[src/rtl/div_pkg.sv]
// Shared state type and counter sizing helper for the sequential divider.
package div_pkg;

  typedef enum logic [1:0] {IDLE, CALC, DONE} div_state_t;

  // Width of a down-counter that must hold iterations-1.
  function automatic int cnt_width(input int iterations);
    return (iterations <= 2) ? 1 : $clog2(iterations);
  endfunction

endpackage

[src/rtl/div_step.sv]
// One radix-2 restoring iteration: shift in the next dividend bit, trial-subtract, restore if negative.
module div_step
  import div_pkg::*;
#(
  parameter int WIDTH_D = 16
) (
  input  logic [WIDTH_D:0]   i_rem,
  input  logic               i_n_bit,
  input  logic [WIDTH_D-1:0] i_d,
  output logic [WIDTH_D:0]   o_rem,
  output logic               o_q_bit
);

  logic [WIDTH_D+1:0] w_shift;
  logic [WIDTH_D:0]   w_trial;

  assign w_shift = {i_rem, i_n_bit};
  assign w_trial = w_shift[WIDTH_D:0] - {1'b0, i_d};
  // The compare uses the full shifted value so a zero divisor still yields a 1 quotient bit.
  assign o_q_bit = (w_shift >= {2'b00, i_d});
  assign o_rem   = o_q_bit ? w_trial : w_shift[WIDTH_D:0];

endmodule

[src/rtl/divider_seq.sv]
// Sequential radix-2 restoring divider, valid/ready on both sides, one operation in flight.
// Optional div_by_zero output is built only when DIVIDER_DBZ_FLAG_EN is defined.
//
// state | meaning
// IDLE  | waiting for operands, in_ready high
// CALC  | WIDTH_N restoring iterations, one quotient bit per edge, MSB first
// DONE  | result presented, waiting for out_ready
module divider_seq
  import div_pkg::*;
#(
  parameter int WIDTH_N = 16,
  parameter int WIDTH_D = 16,
  parameter int SIGNED  = 0
) (
  input  logic               clk,
  input  logic               rst,
  input  logic               in_valid,
  output logic               in_ready,
  input  logic [WIDTH_N-1:0] N,
  input  logic [WIDTH_D-1:0] D,
  output logic               out_valid,
  input  logic               out_ready,
  output logic [WIDTH_N-1:0] Q,
  output logic [WIDTH_D-1:0] R
`ifdef DIVIDER_DBZ_FLAG_EN
  ,
  output logic               div_by_zero
`endif
);

  localparam int CW = cnt_width(WIDTH_N);

  div_state_t         r_state;
  logic [CW-1:0]      r_cnt;
  logic [WIDTH_N-1:0] r_n;
  logic [WIDTH_D-1:0] r_d;
  logic [WIDTH_D:0]   r_rem;
  logic               r_sign_q;
  logic               r_sign_r;
  logic               r_out_valid;
  logic [WIDTH_N-1:0] r_q;
  logic [WIDTH_D-1:0] r_r;
`ifdef DIVIDER_DBZ_FLAG_EN
  logic               r_dbz;
`endif

  logic               w_n_neg;
  logic               w_d_neg;
  logic [WIDTH_N-1:0] w_n_abs;
  logic [WIDTH_D-1:0] w_d_abs;
  logic [WIDTH_D:0]   w_rem_next;
  logic               w_q_bit;
  logic [WIDTH_N-1:0] w_q_mag;
  logic [WIDTH_D-1:0] w_r_mag;
  logic               w_d_zero;

  assign w_n_neg  = (SIGNED != 0) && N[WIDTH_N-1];
  assign w_d_neg  = (SIGNED != 0) && D[WIDTH_D-1];
  assign w_n_abs  = w_n_neg ? -N : N;
  assign w_d_abs  = w_d_neg ? -D : D;
  assign w_q_mag  = {r_n[WIDTH_N-2:0], w_q_bit};
  assign w_r_mag  = w_rem_next[WIDTH_D-1:0];
  assign w_d_zero = (r_d == '0);

  // r_n doubles as dividend shifter (top bit out) and quotient accumulator (bottom bit in).
  div_step #(.WIDTH_D(WIDTH_D)) u_step (
    .i_rem   (r_rem),
    .i_n_bit (r_n[WIDTH_N-1]),
    .i_d     (r_d),
    .o_rem   (w_rem_next),
    .o_q_bit (w_q_bit)
  );

  always_ff @(posedge clk) begin
    if (rst) begin
      r_state     <= IDLE;
      r_cnt       <= '0;
      r_n         <= '0;
      r_d         <= '0;
      r_rem       <= '0;
      r_sign_q    <= 1'b0;
      r_sign_r    <= 1'b0;
      r_out_valid <= 1'b0;
      r_q         <= '0;
      r_r         <= '0;
`ifdef DIVIDER_DBZ_FLAG_EN
      r_dbz       <= 1'b0;
`endif
    end else begin
      case (r_state)
        IDLE: begin
          if (in_valid) begin
            r_n      <= w_n_abs;
            r_d      <= w_d_abs;
            r_rem    <= '0;
            r_sign_q <= w_n_neg ^ w_d_neg;
            r_sign_r <= w_n_neg;
            r_cnt    <= CW'(WIDTH_N - 1);
`ifdef DIVIDER_DBZ_FLAG_EN
            r_dbz    <= (D == '0);
`endif
            r_state  <= CALC;
          end
        end
        CALC: begin
          r_rem <= w_rem_next;
          r_n   <= w_q_mag;
          r_cnt <= r_cnt - CW'(1);
          if (r_cnt == '0) begin
            // Zero divisor keeps the all-ones quotient regardless of operand signs.
            r_q         <= w_d_zero ? '1 : (r_sign_q ? -w_q_mag : w_q_mag);
            r_r         <= r_sign_r ? -w_r_mag : w_r_mag;
            r_out_valid <= 1'b1;
            r_state     <= DONE;
          end
        end
        DONE: begin
          if (out_ready) begin
            r_out_valid <= 1'b0;
            r_state     <= IDLE;
          end
        end
        default: r_state <= IDLE;
      endcase
    end
  end

  assign in_ready  = (r_state == IDLE) && !rst;
  assign out_valid = r_out_valid;
  assign Q         = r_q;
  assign R         = r_r;
`ifdef DIVIDER_DBZ_FLAG_EN
  assign div_by_zero = r_dbz;
`endif

endmodule
[config.mk]
export PLATFORM = sky130hd
export DESIGN_NAME = divider_seq
export DESIGN_NICKNAME = d
export VERILOG_FILES = /design/src/rtl/div_pkg.sv /design/src/rtl/div_step.sv /design/src/rtl/divider_seq.sv
export SDC_FILE = /design/constraint.sdc
export NUM_CORES = 1
export LEC_CHECK = 0
export ABC_AREA = 1
export CAP_MARGIN = 20
export CORE_ASPECT_RATIO = 1.5
export CORE_MARGIN = 1.5
export CORE_UTILIZATION = 25
export DETAILED_ROUTE_END_ITERATION = 8
export SLEW_MARGIN = 5
export SYNTH_ARGS = -nofsm -noshare
export SYNTH_HDL_FRONTEND = slang
export SYNTH_SLANG_ARGS = --single-unit
[constraint.sdc]
create_clock -name clk -period 4.2 [get_ports clk]
set_input_delay 0.42 -clock clk [delete_from_list [all_inputs] [get_ports clk]]
set_output_delay 0.42 -clock clk [all_outputs]
set_load 0.01 [all_outputs]
==> tab_implementation.tex <==
\begin{tabular}{lr}
\hline
Metric & Value \\
\hline
\multicolumn{2}{l}{\textbf{Status}} \\
Run status & complete, no violations \\
\multicolumn{2}{l}{\textbf{Cells and area}} \\
Area growth from synthesis to final layout & 25.5\% \\
Number of standard cells in the final layout excluding fillers & 1028 \\
Finished Cell Area & 5980 um\^{}2 \\
Share of layout cells above drive strength 1 & 5.93\% \\
Number of antenna repair diodes & 0 \\
Final layout net count & 826 \\
End-of-flow core utilization & 32.1\% \\
\multicolumn{2}{l}{\textbf{Job}} \\
Number of maximum-capacitance constraint violations & 0 \\
\multicolumn{2}{l}{\textbf{Power}} \\
Final Total Pwr & 3330 uW \\
Power density cells & 556 nW/um\^{}2 \\
Worst VDD drop & 224 uV \\
Static power due to leakage & 0.00266 uW \\
\multicolumn{2}{l}{\textbf{Synthesis}} \\
Yosys top cell by area & sky130\_fd\_sc\_hd\_\_dfxtp\_1 \\
Sequential share of the synthesized area & 37.0\% \\
Mapped cell area & 4770 um\^{}2 \\
Dominant combinational cell family by area after synthesis & simple AND/OR/NAND/NOR gates \\
Compound-cell area share of the yosys netlist & 11.1\% \\
Post-synth cell types & 33 \\
Mux cell area share after synthesis & 0\% \\
Parity-gate share of the synthesized area counting xor and xnor cells & 1.29\% \\
Yosys warning count & 0 \\
Largest cells by area after synthesis & sky130\_fd\_sc\_hd\_\_dfxtp\_1 (37\%), sky130\_fd\_sc\_hd\_\_nand2\_1 (16\%), sky130\_fd\_sc\_hd\_\_nor2\_1 (8.2\%) \\
Fraction of the mapped netlist area in adder cells & 5.14\% \\
Mean post-synth cell area & 6.65 um\^{}2 \\
Number of cells produced by synthesis & 717 \\
Proportion of netlist area held by the largest area contributor & 37.0\% \\
\#FFs+latches synth & 88 \\
Syn nets & 772 \\
Simple-gate share of the synthesized area & 34.9\% \\
\multicolumn{2}{l}{\textbf{Placed design}} \\
Dpl hpwl & 9950 um \\
Count of buffers from port buffering & 69 \\
Count of placed standard cells including taps & 1012 \\
Area after DPL & 5670 um\^{}2 \\
Placer congestion estimate & 0.862 \\
\multicolumn{2}{l}{\textbf{CTS}} \\
Number of CTS-inserted buffers & 9 \\
Maximum level of the CTS H-tree & 3 \\
TritonCTS clock tree & done \\
Resized Gates After CTS & 0 \\
Post-CTS Setup Inserts & 0 \\
Total of hold buffers inserted after clock tree synthesis & 0 \\
Clock Root Buffer & sky130\_fd\_sc\_hd\_\_clkbuf\_16 \\
Clock Tree Buf Depth & 2 \\
Source-to-sink clock delay at the later pin of the worst-skew pair & 0.34 ns \\
Clock sink count & 88 \\
Clock transition time at the flip-flop clock pins of the worst setup and hold paths & 0.07 ns \\
\multicolumn{2}{l}{\textbf{Drt}} \\
Post-DRT Antenna Nets & 0 \\
Drt first pass iters & 4 \\
Via count & 4552 \\
Count of unresolved DRC violations after routing & 0 \\
Average via count per standard cell & 4.43 \\
Total Routed Length & 13300 um \\
Average routed wire per standard cell & 12.9 um \\
First DRT Iteration DRCs & 324 \\
\multicolumn{2}{l}{\textbf{STA}} \\
Worst Tran Pin Value & 0.944 ns \\
Summed negative setup slack over all endpoints & 0 ns \\
Final Critical Period & 2.53 ns \\
Setup skew after layout & 0.00789 ns \\
Rel. slew slack & 37.1\% \\
Number of max-slew violations in the final report & 0 \\
Final worst-path cycle share & 60.3\% \\
Unrepaired setup endpoints after global routing & false \\
Final hold violation count & 0 \\
Setup violations, final & 0 \\
Fmax achieved & 0.395 GHz \\
\multicolumn{2}{l}{\textbf{Setup path}} \\
Required time of the critical path & 4.43 ns \\
Stage delay of the slowest cell on the critical path & 0.46 ns \\
Arrival time of data at the critical path endpoint & 2.76 ns \\
Startpoint kind of the worst setup timing path & flip-flop \\
Critical path capture point type & flip-flop \\
Crit Path Max Fanout & 19 \\
Classification of the worst setup path & flip-flop to flip-flop \\
Critical path's slowest cell & sky130\_fd\_sc\_hd\_\_fa\_1 \\
Critical path, cell by cell & ha\_1 -> inv\_1 -> fa\_1 -> nand3\_1 -> nand3\_1 -> nand2\_2 -> nand3\_4 -> nand2\_2 -> nand2\_1 -> o21ai\_0 -> inv\_1 \\
\multicolumn{2}{l}{\textbf{Floorplan}} \\
Placeable core area & 18600 um\^{}2 \\
Chip width & 116 um \\
Die outline area & 19900 um\^{}2 \\
I/O pins & 70 \\
Initial standard-cell utilization of the core & 25.6\% \\
Die outline height & 172 um \\
Row count & 61 \\
\multicolumn{2}{l}{\textbf{Global routing}} \\
GR Layer Usage met1 & 15.5\% \\
Antenna violations before repair & 0 \\
All-layer global routing usage & 13.9\% \\
Layer with the highest usage & met2 \\
Met2 Track Usage GR & 24.9\% \\
Vias in the first global route & 4427 \\
Largest net degree at the start of global routing & 89 \\
GR Overflow Total & 0 \\
First-pass GRT wire length & 21600 um \\
Global routing met3 resource utilization & 2.42\% \\
\multicolumn{2}{l}{\textbf{Min path}} \\
Min-delay worst type & flip-flop to flip-flop \\
\hline
\end{tabular}
layout by cell type, fill, tap and decap left out:
| cell type | netlist | routed |
|---|---|---|
| sky130_fd_sc_hd__dfxtp_1 | 88 | 88 |
| sky130_fd_sc_hd__nor2_4 | 2 | 2 |
| sky130_fd_sc_hd__nand2_1 | 209 | 209 |
| sky130_fd_sc_hd__buf_4 | 0 | 5 |
| sky130_fd_sc_hd__nor3_1 | 15 | 15 |
| sky130_fd_sc_hd__nand4_4 | 1 | 1 |
| sky130_fd_sc_hd__inv_2 | 6 | 6 |
| sky130_fd_sc_hd__clkdlybuf4s50_1 | 0 | 68 |
| sky130_fd_sc_hd__fa_1 | 1 | 1 |
| sky130_fd_sc_hd__buf_2 | 11 | 1 |
| sky130_fd_sc_hd__a21oi_4 | 1 | 1 |
| sky130_fd_sc_hd__a211oi_1 | 20 | 20 |
| sky130_fd_sc_hd__nor2_1 | 104 | 102 |
| sky130_fd_sc_hd__inv_1 | 92 | 92 |
| sky130_fd_sc_hd__clkbuf_16 | 0 | 9 |
| sky130_fd_sc_hd__a21o_1 | 1 | 1 |
| sky130_fd_sc_hd__nor2_2 | 2 | 4 |
| sky130_fd_sc_hd__or2_2 | 1 | 1 |
| sky130_fd_sc_hd__clkbuf_8 | 0 | 1 |
| sky130_fd_sc_hd__o21a_1 | 2 | 2 |
| sky130_fd_sc_hd__nand4_1 | 25 | 25 |
| sky130_fd_sc_hd__ha_1 | 18 | 18 |
| sky130_fd_sc_hd__clkinv_4 | 0 | 1 |
| sky130_fd_sc_hd__a21oi_2 | 4 | 4 |
| sky130_fd_sc_hd__a21oi_1 | 23 | 23 |
| sky130_fd_sc_hd__bufinv_16 | 0 | 1 |
| sky130_fd_sc_hd__and2_1 | 2 | 2 |
| sky130_fd_sc_hd__a31oi_1 | 15 | 15 |
| sky130_fd_sc_hd__nand2_2 | 4 | 4 |
| sky130_fd_sc_hd__o21ai_1 | 1 | 1 |
| sky130_fd_sc_hd__nand3_1 | 23 | 23 |
| sky130_fd_sc_hd__inv_6 | 0 | 4 |
| sky130_fd_sc_hd__a221oi_1 | 4 | 4 |
| sky130_fd_sc_hd__xor2_1 | 7 | 7 |
| sky130_fd_sc_hd__nand3b_1 | 3 | 3 |
| sky130_fd_sc_hd__o21ai_0 | 11 | 11 |
| sky130_fd_sc_hd__nand3_4 | 1 | 1 |
sequential cells by signal, indices dropped and copies added (netlist names):
register	cells
r_rem	17
r_n	16
r_d	16
r_cnt	4
R	16
Q	16
r_state	2
out_valid	1
routing by layer:
layer / vias up / routed length [um]
met3: 29 / 470
met2: 92 / 6670
met5: - / 0
met4: 0 / 592
li1: 2392 / -
met1: 2039 / 5530
cell type report:
type | count | area, um^2
Sequential cell | 88 | 1760
Multi-Input combinational cell | 500 | 2500
Inverter | 98 | 368
Clock buffer | 10 | 239
Fill cell | 2053 | 12600
Timing Repair Buffer | 74 | 723
Tap cell | 252 | 315
Clock inverter | 6 | 73.8
report_power, final:
group | switching, uW | internal (uW) | leakage (uW)
logic | 994 | 495 | 0.00179
clock network | 353 | 487 | 0.000154
registers | 66.5 | 930 | 0.000719
cells by family (layout without fill, tap and decap cells):
family	count (synthesis)	after routing
simple gates	392	392
buf+inv	129	188
flops	88	88
compound gates	82	82
fa+ha+maj	19	19
xor+xnor	7	7
through the flow:
step | hold WS, ns | setup slack (ns)
after floorplan | 0.453 | 2.20
after global placement | 0.462 | 1.60
after detailed placement | 0.465 | 1.58
after CTS | 0.474 | 1.65
after global routing | 0.504 | 1.44
final | 0.469 | 1.67
critical path, delay by kind of cell, from the launching register on:
family	cells	cell delay, ns
simple gates	6	1.11
fa+ha+maj	2	0.62
flops	1	0.37
compound gates	1	0.18
buf+inv	2	0.14
cell usage after synthesis:
| master | number |
|---|---|
| sky130_fd_sc_hd__nor2_2 | 2 |
| sky130_fd_sc_hd__nand4_1 | 25 |
| sky130_fd_sc_hd__o21a_1 | 2 |
| sky130_fd_sc_hd__a21oi_4 | 1 |
| sky130_fd_sc_hd__a221oi_1 | 4 |
| sky130_fd_sc_hd__buf_2 | 11 |
| sky130_fd_sc_hd__a21oi_1 | 23 |
| sky130_fd_sc_hd__a31oi_1 | 15 |
| sky130_fd_sc_hd__nor2_1 | 104 |
| sky130_fd_sc_hd__nand2_1 | 209 |
| sky130_fd_sc_hd__a21o_1 | 1 |
| sky130_fd_sc_hd__buf_8 | 1 |
| sky130_fd_sc_hd__nor2_4 | 2 |
| sky130_fd_sc_hd__inv_1 | 92 |
| sky130_fd_sc_hd__a21oi_2 | 4 |
| sky130_fd_sc_hd__and2_1 | 2 |
| sky130_fd_sc_hd__nand4_4 | 1 |
| sky130_fd_sc_hd__nand3_1 | 23 |
| sky130_fd_sc_hd__buf_1 | 1 |
| sky130_fd_sc_hd__ha_1 | 18 |
| sky130_fd_sc_hd__nor3_1 | 15 |
| sky130_fd_sc_hd__clkbuf_1 | 18 |
| sky130_fd_sc_hd__fa_1 | 1 |
| sky130_fd_sc_hd__dfxtp_1 | 88 |
| sky130_fd_sc_hd__nand2_2 | 4 |
| sky130_fd_sc_hd__inv_2 | 6 |
| sky130_fd_sc_hd__o21ai_0 | 11 |
| sky130_fd_sc_hd__o21ai_1 | 1 |
| sky130_fd_sc_hd__nand3_4 | 1 |
| sky130_fd_sc_hd__xor2_1 | 7 |
| sky130_fd_sc_hd__a211oi_1 | 20 |
| sky130_fd_sc_hd__or2_2 | 1 |
| sky130_fd_sc_hd__nand3b_1 | 3 |
worst paths after layout:
check            start        end  slack [ns]  depth (start not counted)
max             r_d[0]      R[10]        1.67                         11
min          out_valid  out_valid        0.47                          2
max reg2reg     r_d[0]      R[10]        1.67                         11
min reg2reg  out_valid  out_valid        0.47                          2
Power figures use the tool's default switching activity.
